--- src/rtl/signal_sequencer.sv ---
// signal_sequencer
//   Drives four approach lights (N, E, S, W) through a fixed round-robin of
//   GREEN -> YELLOW -> ALL_RED phases. Phase durations are counted in whole
//   seconds, derived from clk by an internal prescaler.
//
// Ports
//   clk          system clock, rising edge
//   reset        synchronous, active-low reset (0 = reset)
//   en           1 = run, 0 = freeze prescaler, timer, state and outputs
//   TGn..TGw     adapted green time per road, seconds (0 is floored)
//   next_road    road to be served next (0=N 1=E 2=S 3=W)
//   cur_road     road currently or last served
//   light_n..w   00 red, 01 yellow, 10 green
//   sec_left     seconds remaining in the current phase, N..1
//   phase_done   one-cycle pulse on the GREEN -> YELLOW transition
module signal_sequencer #(
  parameter int TICKS_PER_SEC = 50_000_000,
  parameter int YELLOW_S      = 3,
  parameter int ALL_RED_S     = 2,
  parameter int MIN_GREEN     = 5
) (
  input  logic       clk,
  input  logic       reset,
  input  logic       en,
  input  logic [7:0] TGn,
  input  logic [7:0] TGe,
  input  logic [7:0] TGs,
  input  logic [7:0] TGw,
  output logic [1:0] next_road,
  output logic [1:0] cur_road,
  output logic [1:0] light_n,
  output logic [1:0] light_e,
  output logic [1:0] light_s,
  output logic [1:0] light_w,
  output logic [7:0] sec_left,
  output logic       phase_done
);

  typedef enum logic [1:0] {
    ST_ALL_RED = 2'd0,
    ST_GREEN   = 2'd1,
    ST_YELLOW  = 2'd2
  } state_t;

  localparam int              PS_W   = (TICKS_PER_SEC > 1) ? $clog2(TICKS_PER_SEC) : 1;
  localparam logic [PS_W-1:0] PS_MAX = PS_W'(TICKS_PER_SEC - 1);
  localparam logic [7:0]      YEL_S  = 8'(YELLOW_S);
  localparam logic [7:0]      RED_S  = 8'(ALL_RED_S);
  localparam logic [7:0]      MIN_G  = 8'(MIN_GREEN);

  localparam logic [1:0] L_RED    = 2'b00;
  localparam logic [1:0] L_YELLOW = 2'b01;
  localparam logic [1:0] L_GREEN  = 2'b10;

  // Green length floor; also catches TG=0.
  function automatic logic [7:0] floor_green(input logic [7:0] tg);
    return (tg < MIN_G) ? MIN_G : tg;
  endfunction

  // Light colour for one road given the next state and served road.
  function automatic logic [1:0] road_light(input state_t st, input logic [1:0] cur,
                                            input logic [1:0] road);
    if (cur != road)       return L_RED;
    if (st == ST_GREEN)    return L_GREEN;
    if (st == ST_YELLOW)   return L_YELLOW;
    return L_RED;
  endfunction

  state_t          state_q, state_d;
  logic [PS_W-1:0] ps_q, ps_d;
  logic [7:0]      sec_q, sec_d;
  logic [1:0]      cur_q, cur_d;
  logic [1:0]      next_q, next_d;
  logic            pd_q, pd_d;
  logic [1:0]      ln_q, le_q, ls_q, lw_q;
  logic [1:0]      ln_d, le_d, ls_d, lw_d;
  logic [7:0]      tg_sel;
  logic            tick;

  assign tick = (ps_q == PS_MAX) && en;

  always_comb begin
    case (next_q)
      2'd0:    tg_sel = TGn;
      2'd1:    tg_sel = TGe;
      2'd2:    tg_sel = TGs;
      default: tg_sel = TGw;
    endcase
  end

  always_comb begin
    state_d = state_q;
    ps_d    = ps_q;
    sec_d   = sec_q;
    cur_d   = cur_q;
    next_d  = next_q;
    pd_d    = 1'b0;
    if (en) begin
      // Wrap on tick; every phase entry happens on a tick, so this also
      // restarts the prescaler at each new phase.
      ps_d = tick ? '0 : ps_q + 1'b1;
      if (tick) begin
        if (sec_q > 8'd1) begin
          sec_d = sec_q - 8'd1;
        end else begin
          case (state_q)
            ST_ALL_RED: begin
              state_d = ST_GREEN;
              cur_d   = next_q;
              next_d  = next_q + 2'd1;
              sec_d   = floor_green(tg_sel);
            end
            ST_GREEN: begin
              state_d = ST_YELLOW;
              sec_d   = YEL_S;
              pd_d    = 1'b1;
            end
            default: begin
              state_d = ST_ALL_RED;
              sec_d   = RED_S;
            end
          endcase
        end
      end
    end
    ln_d = road_light(state_d, cur_d, 2'd0);
    le_d = road_light(state_d, cur_d, 2'd1);
    ls_d = road_light(state_d, cur_d, 2'd2);
    lw_d = road_light(state_d, cur_d, 2'd3);
  end

  always_ff @(posedge clk) begin
    if (!reset) begin
      state_q <= ST_ALL_RED;
      ps_q    <= '0;
      sec_q   <= RED_S;
      cur_q   <= 2'd3;
      next_q  <= 2'd0;
      pd_q    <= 1'b0;
      ln_q    <= L_RED;
      le_q    <= L_RED;
      ls_q    <= L_RED;
      lw_q    <= L_RED;
    end else begin
      state_q <= state_d;
      ps_q    <= ps_d;
      sec_q   <= sec_d;
      cur_q   <= cur_d;
      next_q  <= next_d;
      pd_q    <= pd_d;
      ln_q    <= ln_d;
      le_q    <= le_d;
      ls_q    <= ls_d;
      lw_q    <= lw_d;
    end
  end

  assign next_road  = next_q;
  assign cur_road   = cur_q;
  assign sec_left   = sec_q;
  assign phase_done = pd_q;
  assign light_n    = ln_q;
  assign light_e    = le_q;
  assign light_s    = ls_q;
  assign light_w    = lw_q;

endmodule

--- config.mk ---
export PLATFORM = sky130hd
export DESIGN_NAME = signal_sequencer
export DESIGN_NICKNAME = d
export VERILOG_FILES = /design/src/rtl/signal_sequencer.sv
export SDC_FILE = /design/constraint.sdc
export NUM_CORES = 1
export LEC_CHECK = 0
export ABC_AREA = 1
export ABC_CLOCK_PERIOD_IN_PS = 1850
export BUFFER_PORTS_ARGS = -buffer_cell sky130_fd_sc_hd__clkbuf_2
export CORE_MARGIN = 4
export CORE_UTILIZATION = 40
export DETAILED_ROUTE_END_ITERATION = 10
export PLACE_DENSITY_LB_ADDON = 0.15
export REMOVE_ABC_BUFFERS = 1
export SYNTH_ARGS = -nofsm -noshare
export SYNTH_HDL_FRONTEND = slang
export SYNTH_SLANG_ARGS = --single-unit
--- constraint.sdc ---
create_clock -name clk -period 1.85 [get_ports clk]
set_clock_uncertainty 0.1 [all_clocks]
set_input_delay 0.185 -clock clk [delete_from_list [all_inputs] [get_ports clk]]
set_output_delay 0.185 -clock clk [all_outputs]
set_load 0.1 [all_outputs]
# After elaboration in Yosys (flattened, before gate mapping)
# Cells that the tools add are included.
# word_totals
regBits,49
elab_cells,91
# classes
muxes,56
addsub,3
n_bitwise,4
reduce_logical,7
n_lt_le_gt_ge,2
eq_ne,9
# ops
cell,count
$mux 2,31
$add 26x1->26 const B,1
$eq 26x26->1 const B,1
$mux 26,1
$pmux 8 s3,1
$mux 1,19
$mux 8,2
$pmux 8 s2,1
$gt 8x1->1 const B,1
$lt 8x3->1 const B,1
$sub 8x1->8 const B,1
$eq 2x1->1 const B,3
$eq 2x2->1 const B,2
$logic_not 2->1,2
$ne 2x2->1 const B,2
$not 1->1,4
$pmux 2 s2,1
$reduce_and 4->1,1
$reduce_or 4->1,1
$add 2x1->2 const B,1
$ne 2x1->1 const B,1
$reduce_and 2->1,1
$reduce_bool 2->1,1
$logic_and 1x1->1,1

# Depth between registers and ports, before layout
# Gate-level depths: netlist of run 1.
# depth
depth_word,13
ltp_mapped,13

# Worst setup path after synthesis of run 1
# OpenSTA, ideal clock, no wires.
# synth_path
kind,register to register
start,"register sec_q[0], in the netlist sec_left[0]"
end,"register ln_q[0], in the netlist light_n[0]"
setup_time_ps,65
slack_ps,-715
arrival_ps,2401
synth_period_minus_slack_ps,2565
path_stages_with_launch,12
path_buffers,0
path_cell_list,dfxtp_1 > inv_1 > ha_1 > o21ai_2 > nor2_4 > nand2_1 > clkinv_2 > nand2_2 > nand2_1 > nand2_1 > nand3_1 > nor2_1
# synth_between
elab_chain_len,11
word_cells_on_any_way,21
classes_between,order compare: 1; eq/ne: 2; mux: 17; reduce/logical: 1
# synth_rtl
element,line,source
"start, declared",71,"logic [7:0] sec_q, sec_d;"
"start signal, assigned",136,sec_q <= RED_S;
"start signal, assigned",147,sec_q <= sec_d;
$gt 8x1->1 (*),103,if (sec_q > 8'd1) begin
$mux 2,103,
$mux 2,102,if (tick) begin
$mux 2,98,if (en) begin
$eq 2x2->1,65,if (st == ST_YELLOW) return L_YELLOW;
$mux 1 (2 in series),65,
$mux 1,64,if (st == ST_GREEN) return L_GREEN;
$mux 2,66,return L_RED;
$mux 2,65,
$mux 2 (*),64,
"end signal, assigned",151,ln_q <= ln_d;
"end, declared",75,"logic [1:0] ln_q, le_q, ls_q, lw_q;"
# Mark *: on every way between the ends. The rest lies on a longest branch, timed or not. The select of a mux whose other input is x is not followed.
# A chain may end at the register's enable or synchronous reset.

# Worst setup path after layout of run 1
# layout_path
start,register ps_q[0]
end,"register lw_q[1], in the netlist light_w[1]"
# layout_between
elab_chain_len,11
word_cells_on_any_way,20
classes_between,eq/ne: 4; mux: 15; reduce/logical: 1
# layout_rtl
element,line,source
"start, declared",70,"logic [PS_W-1:0] ps_q, ps_d;"
"start signal, assigned",146,ps_q <= ps_d;
$eq 26x26->1 (*),80,assign tick = (ps_q == PS_MAX) && en;
$logic_and 1x1->1 (*),80,
$mux 2,102,
$mux 2,98,
$eq 2x2->1,65,
$mux 1 (2 in series),65,
$mux 1,64,
$mux 2,66,
$mux 2,65,
$mux 2 (*),64,
"end signal, assigned",154,lw_q <= lw_d;
"end, declared",75,
# Marked as above.

==> results of run 1 <==
-- cell usage in the layout, fill, tap and decap left out, drive strengths merged, types with 15 or more instances in the layout --
master  count
nand2     123
clkbuf     60
dfxtp      49
nand3      37
nor3       15
a21oi      24
nor2       78
inv        50
o21ai      27
buf        44
-- layout make-up --
type	count	area (µm²)	share of cell area
clock inverters	3	65.06	0.01647
flip-flops and latches	49	999.7	0.2531
inverters	52	198.9	0.05036
clock buffers	5	68.82	0.01742
multi-input cells	346	1888	0.4780
repair buffers	99	605.6	0.1533
well taps	99	123.9	0.03136
-- power breakdown --
| part | total (mW) | leakage, nW | internal (mW) | switching (mW) |
|---|---|---|---|---|
| Sequential | 1.06 | 0.401 | 1.06 | 0.00399 |
| Combinational | 0.128 | 1.38 | 0.0621 | 0.0654 |
| Clock | 0.910 | 0.0681 | 0.537 | 0.373 |
-- critical path: stages (launching register included) --
cell and delay (ns):
dfxtp_2 0.37, ha_4 0.15, nand3_2 0.11, buf_4 0.16, nor2_4 0.10, nand2_1 0.08
nor2_2 0.14, nand2_1 0.08, nand2_1 0.07, nand2_2 0.09, inv_2 0.08, nand3_2 0.07
nor2_1 0.10
-- metrics by stage --
step	hold WS, ns	area (µm²)	cells	utilization
global route	0.1754	3950	653	0.5475
CTS	0.1565	3749	647	0.5196
global placement	0.3716	3600	639	0.4990
floorplan	0.1540	2915	447	-
finish	0.1703	3950	653	0.5475
detailed placement	0.3787	3600	639	0.4990
-- metal layers --
layer | up-vias | wire (µm)
li1 | 1656 | -
met1 | 1459 | 3677
met2 | 62 | 4169
met3 | 17 | 277
met4 | 0 | 187
met5 | - | 0
-- timing repair --
item                       CTS  global route
setup endpoints to repair    4            40
cloned                       0             0
pin swaps                    0            21
setup buffers                0             6
resized for setup           10            50
hold buffers                 0             0
-- registers in the layout, indices dropped and copies added, names as in the netlist --
signal and cells:
state_q 2, light_s 2, next_road 2, ps_q 26
light_n 2, sec_left 8, light_w 2, cur_road 2
light_e 2, phase_done 1
-- logic make-up after synthesis --
logic type / after synthesis / synth area share
AND/OR/NAND/NOR: 270 / 0.4189
buffers and inverters: 61 / 0.08157
AO/OA/AOI/OAI: 60 / 0.1120
flip-flops: 49 / 0.3314
XOR/XNOR: 9 / 0.02663
adder cells (fa/ha/maj): 7 / 0.02958
-- worst paths after layout --
check	startpoint	to	slack [ns]	cells after the start
min	reset	cur_road[0]	0.17	3
max	ps_q[0]	light_w[1]	0.09	12
min reg2reg	ps_q[5]	ps_q[5]	0.39	2
max reg2reg	ps_q[0]	light_w[1]	0.09	12
==> impl_results.md, run 1 <==
* Status: complete, no violations
* CP Launch Type: flop
* Largest net degree at the start of global routing at 16
* CTS tree: yes
* GRT overflow at 0
* Post-synthesis sequential area ratio at 0.3314
* WS Path Type: flop to flop
* Max-slew violation count at 0
* Initial antenna violation count at 0
* Port bufs at 55
* Worst Tran Pin Value at 0.5547 ns
* Die width at 94.03 µm
* Synth cell types at 36
* Tmin final at 1.759 ns
* Post-synth ARST share at 0
* Htree depth at 2
* Commonest cells post-synth: 112 x nand2_1, 70 x nor2_1, 49 x dfxtp_1, 48 x inv_1, 36 x nand3_1
* Tot GR Track Use at 0.1896
* Overall power at 2.097 mW
* CTS Root Cell: clkbuf_8
* First DRT Iteration DRCs at 120
* Post-synthesis register bit count at 49
* Synth area leader: dfxtp_1
* Nets at 595
* HP Class: input pin to flop
* Vias in the first global route at 3003
* Relative slew slack at 0.6318
* Hpwl dp at 6.553 mm
* Max frequency at 568.6 MHz
* Cell Pwr Density at 530.9 nW/µm²
* Endpoints failing hold at 0
* Met2 usage at 0.3323
* CTS sink count at 49
* Avg Vias per Cell at 4.891
* Post-route DRC at 0
* Global route hottest layer: met2
* Die Area at 8842 µm²
* Die Ht at 94.03 µm
* Max VDD drop at 0.0005064 V
* Clock Tree Buf Depth at 2
* Worst Slack Setup Final at 0.09124 ns
* Final WL at 8.312 mm
* GPL Wtd Cong at 0.8227
* FILL cells at 748
* Num CTS Buffers at 5
* Clk pin slew, worst setup/hold paths at 0.10 ns
* Sum Neg Setup Slack at 0 ns
* Clk_lat worst skew at 0.30 ns
* Synthesized area at 2960 µm²
* Top-area cell type share of the netlist area at 0.3314
* Fin crit share at 0.9507
* Placeable Area at 7214 µm²
* Setup crit end kind: flop
* Max-cap violation count at 0
* Yosys warns at 0
* Met3 Use GR at 0.02644
* Pre-CTS setup slack at -0.04943 ns
* Drt pass-1 iters at 5
* Met1 usage at 0.2380
* Synthesized instance count at 456
* CP required at 1.99 ns
* Cell with the most instances after synthesis: nand2_1
* Rows at 31
* WL/cell at 12.73 µm
* Share of cells above drive strength 1 at 0.3303
* Starting Density at 0.4103
* Routed Antenna Nets at 0
* EDFF count, synth at 0
* Synth top area cells: dfxtp_1 33%, nand2_1 14%, nor2_1 8.9%, nand3_1 6.1%, inv_1 6.1%
* WP data arrival at 1.90 ns
* Unrepaired setup endpoints after global routing: yes
* Area growth from synthesis to layout at 33.43%
* CP Max Fanout at 4
* Via Count at 3194
* Ant diodes at 0
* Io pins at 56
* Setup Viol. Count Final at 0
* Avg Inst Size Synth at 6.492 µm²
* First-pass GRT wire length at 13.56 mm
* Top_reg_cell synth: dfxtp_1
* Cell leakage power at 1.854 nW
Note: power is estimated with default switching activity, not from simulation.
==> run 2: changes to the inputs <==
- CORE_UTILIZATION: 40 -> 34
- HOLD_SLACK_MARGIN: default -> 0.08
==> impl_results.md, run 2 (synthesized netlist as in run 1, its figures left out) <==
* Status: complete, no violations
* Nets at 601 (+1.0%)
* Sw Share at 0.2346 (+0.02358)
* CP max stage cell: dfxtp_2
* Avg Vias per Cell at 4.823 (-1.4%)
* Number of flip-flops under the largest register name at 26 (unchanged)
* CTS sink count at 49 (unchanged)
* Placeable Area at 8341 µm² (+16%)
* Gate power share at 0.066 (+0.005)
* Clk pin slew, worst setup/hold paths at 0.10 ns (about the same)
* Die Ht at 101.3 µm (+7.7%)
* CP cell instances: ha_4 -> nand2_1 -> nor2_1 -> nand2_1 -> nor2_1 -> nand3_2 -> nor2_2 -> nand2_1 -> o21ai_0 -> nor2_1
* WS Path Type: flop to flop
* Routed Antenna Nets at 0 (unchanged)
* Endpoints failing hold at 0 (unchanged)
* Initial antenna violation count at 0 (unchanged)
* Clk_lat worst skew at 0.31 ns (about the same)
* CTS tree: yes
* Register Area at 994.7 µm² (-0.50%)
* R2r startpoint: ps_q[0]
* Htree depth at 2 (unchanged)
* Reg2Reg Capture Point: ps_q[20]
* Port bufs at 55 (unchanged)
* Hold path startpoint: en
* Final Cell Area at 3989 µm² (+0.98%)
* Fin crit share at 0.9449 (-0.005758)
* Die Area at 10260 µm² (+16%)
* Reg power frac at 0.532 (+0.027)
* Max VDD drop at 0.0002443 V (-52%)
* Tmin final at 1.748 ns (-0.01065 ns)
* Via Count at 3207 (+0.41%)
* Die width at 101.3 µm (+7.7%)
* Psw at 468.2 µW (+5.8%)
* CP Max Fanout at 3 (-1)
* Worst Tran Pin Value at 0.5625 ns (+0.007826 ns)
* Non-filler cells, final at 665 (+1.8%)
* Most frequent cells in the layout: 107 x nand2_1, 62 x nor2_1, 55 x clkbuf_2, 49 x buf_4, 47 x inv_1
* Clock Tree Buf Depth at 2 (unchanged)
* FF-to-FF setup slack at 0.10 ns (about the same)
* Bufs and invs on worst path at 0 (-2)
* Final WL at 8.435 mm (+1.5%)
* Max-cap violation count at 0 (unchanged)
* HP Class: input pin to flop
* First-pass GRT wire length at 13.99 mm (+3.2%)
* GPL Wtd Cong at 0.9134 (+11%)
* Hold depth at 3 (unchanged)
* Setup Viol. Count Final at 0 (unchanged)
* Tot GR Track Use at 0.1678 (-0.02188)
* Max-slew violation count at 0 (unchanged)
* CP max stage delay at 0.36 ns (about the same)
* Setup crit end kind: flop
* Unrepaired setup endpoints after global routing: yes
* Hold-fix buffers, CTS at 0 (unchanged)
* Reg2Reg Depth at 10 (-2)
* CP Launch Type: flop
* Share of cells above drive strength 1 at 0.3357 (+0.005389)
* Cell leakage power at 1.863 nW (+0.51%)
* Largest net degree at the start of global routing at 17 (+1)
* Max frequency at 572.0 MHz (+0.61%)
* Worst Slack Setup Final at 0.1019 ns (+0.01065 ns)
* Largest Register: ps_q
* Most common cell after layout, fill and taps aside: nand2_1
* Cell Pwr Density at 500.3 nW/µm² (-5.8%)
* Drt pass-1 iters at 4 (-1)
* Crit path max-delay family: simple AND/OR/NAND/NOR gates
* Pre-CTS setup slack at -0.09602 ns (-0.04659 ns)
* First DRT Iteration DRCs at 137 (+14%)
* WP data arrival at 1.85 ns (-0.05 ns)
* Internal power at 1.527 mW (-7.7%)
* Starting Density at 0.3549 (-0.05540)
* Cell area after placement at 3695 µm² (+2.6%)
* WL/cell at 12.68 µm (-0.35%)
* Placed insts at 655 (+2.5%)
* Worst Hold Path EP: ps_q[24]
* Fin util at 0.4782 (-0.06927)
* Area growth from synthesis to layout at 34.74%
* Hpwl dp at 6.791 mm (+3.6%)
* CP required at 1.95 ns (-0.04 ns)
* CTS Root Cell: clkbuf_8
* Io pins at 56 (unchanged)
* Post-route DRC at 0 (unchanged)
* FILL cells at 858 (+15%)
* GRT overflow at 0 (unchanged)
* Num CTS Buffers at 5 (unchanged)
* Multi-input logic area at 1888 µm² (unchanged)
* Clk pwr share at 0.401 (-0.033)
* Vias in the first global route at 3134 (+4.4%)
* Relative slew slack at 0.6266 (-0.005195)
* Rows at 33 (+6.5%)
* Ant diodes at 0 (unchanged)
-- run 2: layout make-up --
cell class | instances | area share
clock inverters | 3 | 0.01161
well taps | 105 | 0.03294
repair buffers | 105 | 0.1662
inverters | 52 | 0.04925
multi-input cells | 346 | 0.4733
flip-flops and latches | 49 | 0.2494
clock buffers | 5 | 0.01725
-- run 2: worst max-delay path by stage --
| stage | from | endpoint | slack, ns | cells past startpoint |
|---|---|---|---|---|
| global placement | ps_q[0] | ps_q[21] | -0.05 | 10 |
| finish | ps_q[0] | ps_q[20] | 0.10 | 10 |
| CTS | ps_q[0] | light_n[1] | 0.02 | 11 |
| global route | next_road[0] | sec_left[2] | -0.04 | 11 |
| floorplan | sec_left[0] | light_n[0] | -0.72 | 11 |
| detailed placement | ps_q[0] | next_road[1] | -0.1 | 10 |
-- run 2: routing by layer --
metal,part of all wire,vias up,wire length [µm],track usage
met2,0.51,61,4305,0.3159
li1,-,1672,-,-
met4,0.011,0,97,0.03885
met5,0,-,0,0
met3,0.041,8,347,0.02824
met1,0.44,1466,3685,0.1967
-- run 2: worst min-delay path, stage by stage --
cell,delay [ns]
clkbuf_2,0.18
nand3_1,0.12
a21oi_1,0.05
-- run 2: power by group through the flow --
stage          Sequential (mW)  Combinational [mW]  Clock, mW
5_1_grt                   1.06               0.148      0.860
4_1_cts                   1.06               0.127      0.822
3_5_place_dp              1.08               0.126          0
2_1_floorplan             1.09              0.0412          0
3_3_place_gp              1.08               0.126          0
6_report                  1.06               0.132      0.801
-- run 2: repair_timing --
| item | 4_1_cts | 5_1_grt |
|---|---|---|
| endpoints found under the setup margin | 21 | 29 |
| resized for setup | 12 | 44 |
| pin swaps | 3 | 7 |
| setup buffers | 1 | 1 |
-- run 2: metrics by stage --
step | TNS, ns | hold slack, ns | total power [mW]
after CTS | 0 | 0.1517 | 2.010
final | 0 | 0.1719 | 1.996
after detailed placement | -0.7548 | 0.3730 | 1.210
after floorplan | -12.88 | 0.1540 | 1.126
after global placement | -0.3110 | 0.3663 | 1.210
after global routing | -0.08521 | 0.1810 | 2.071
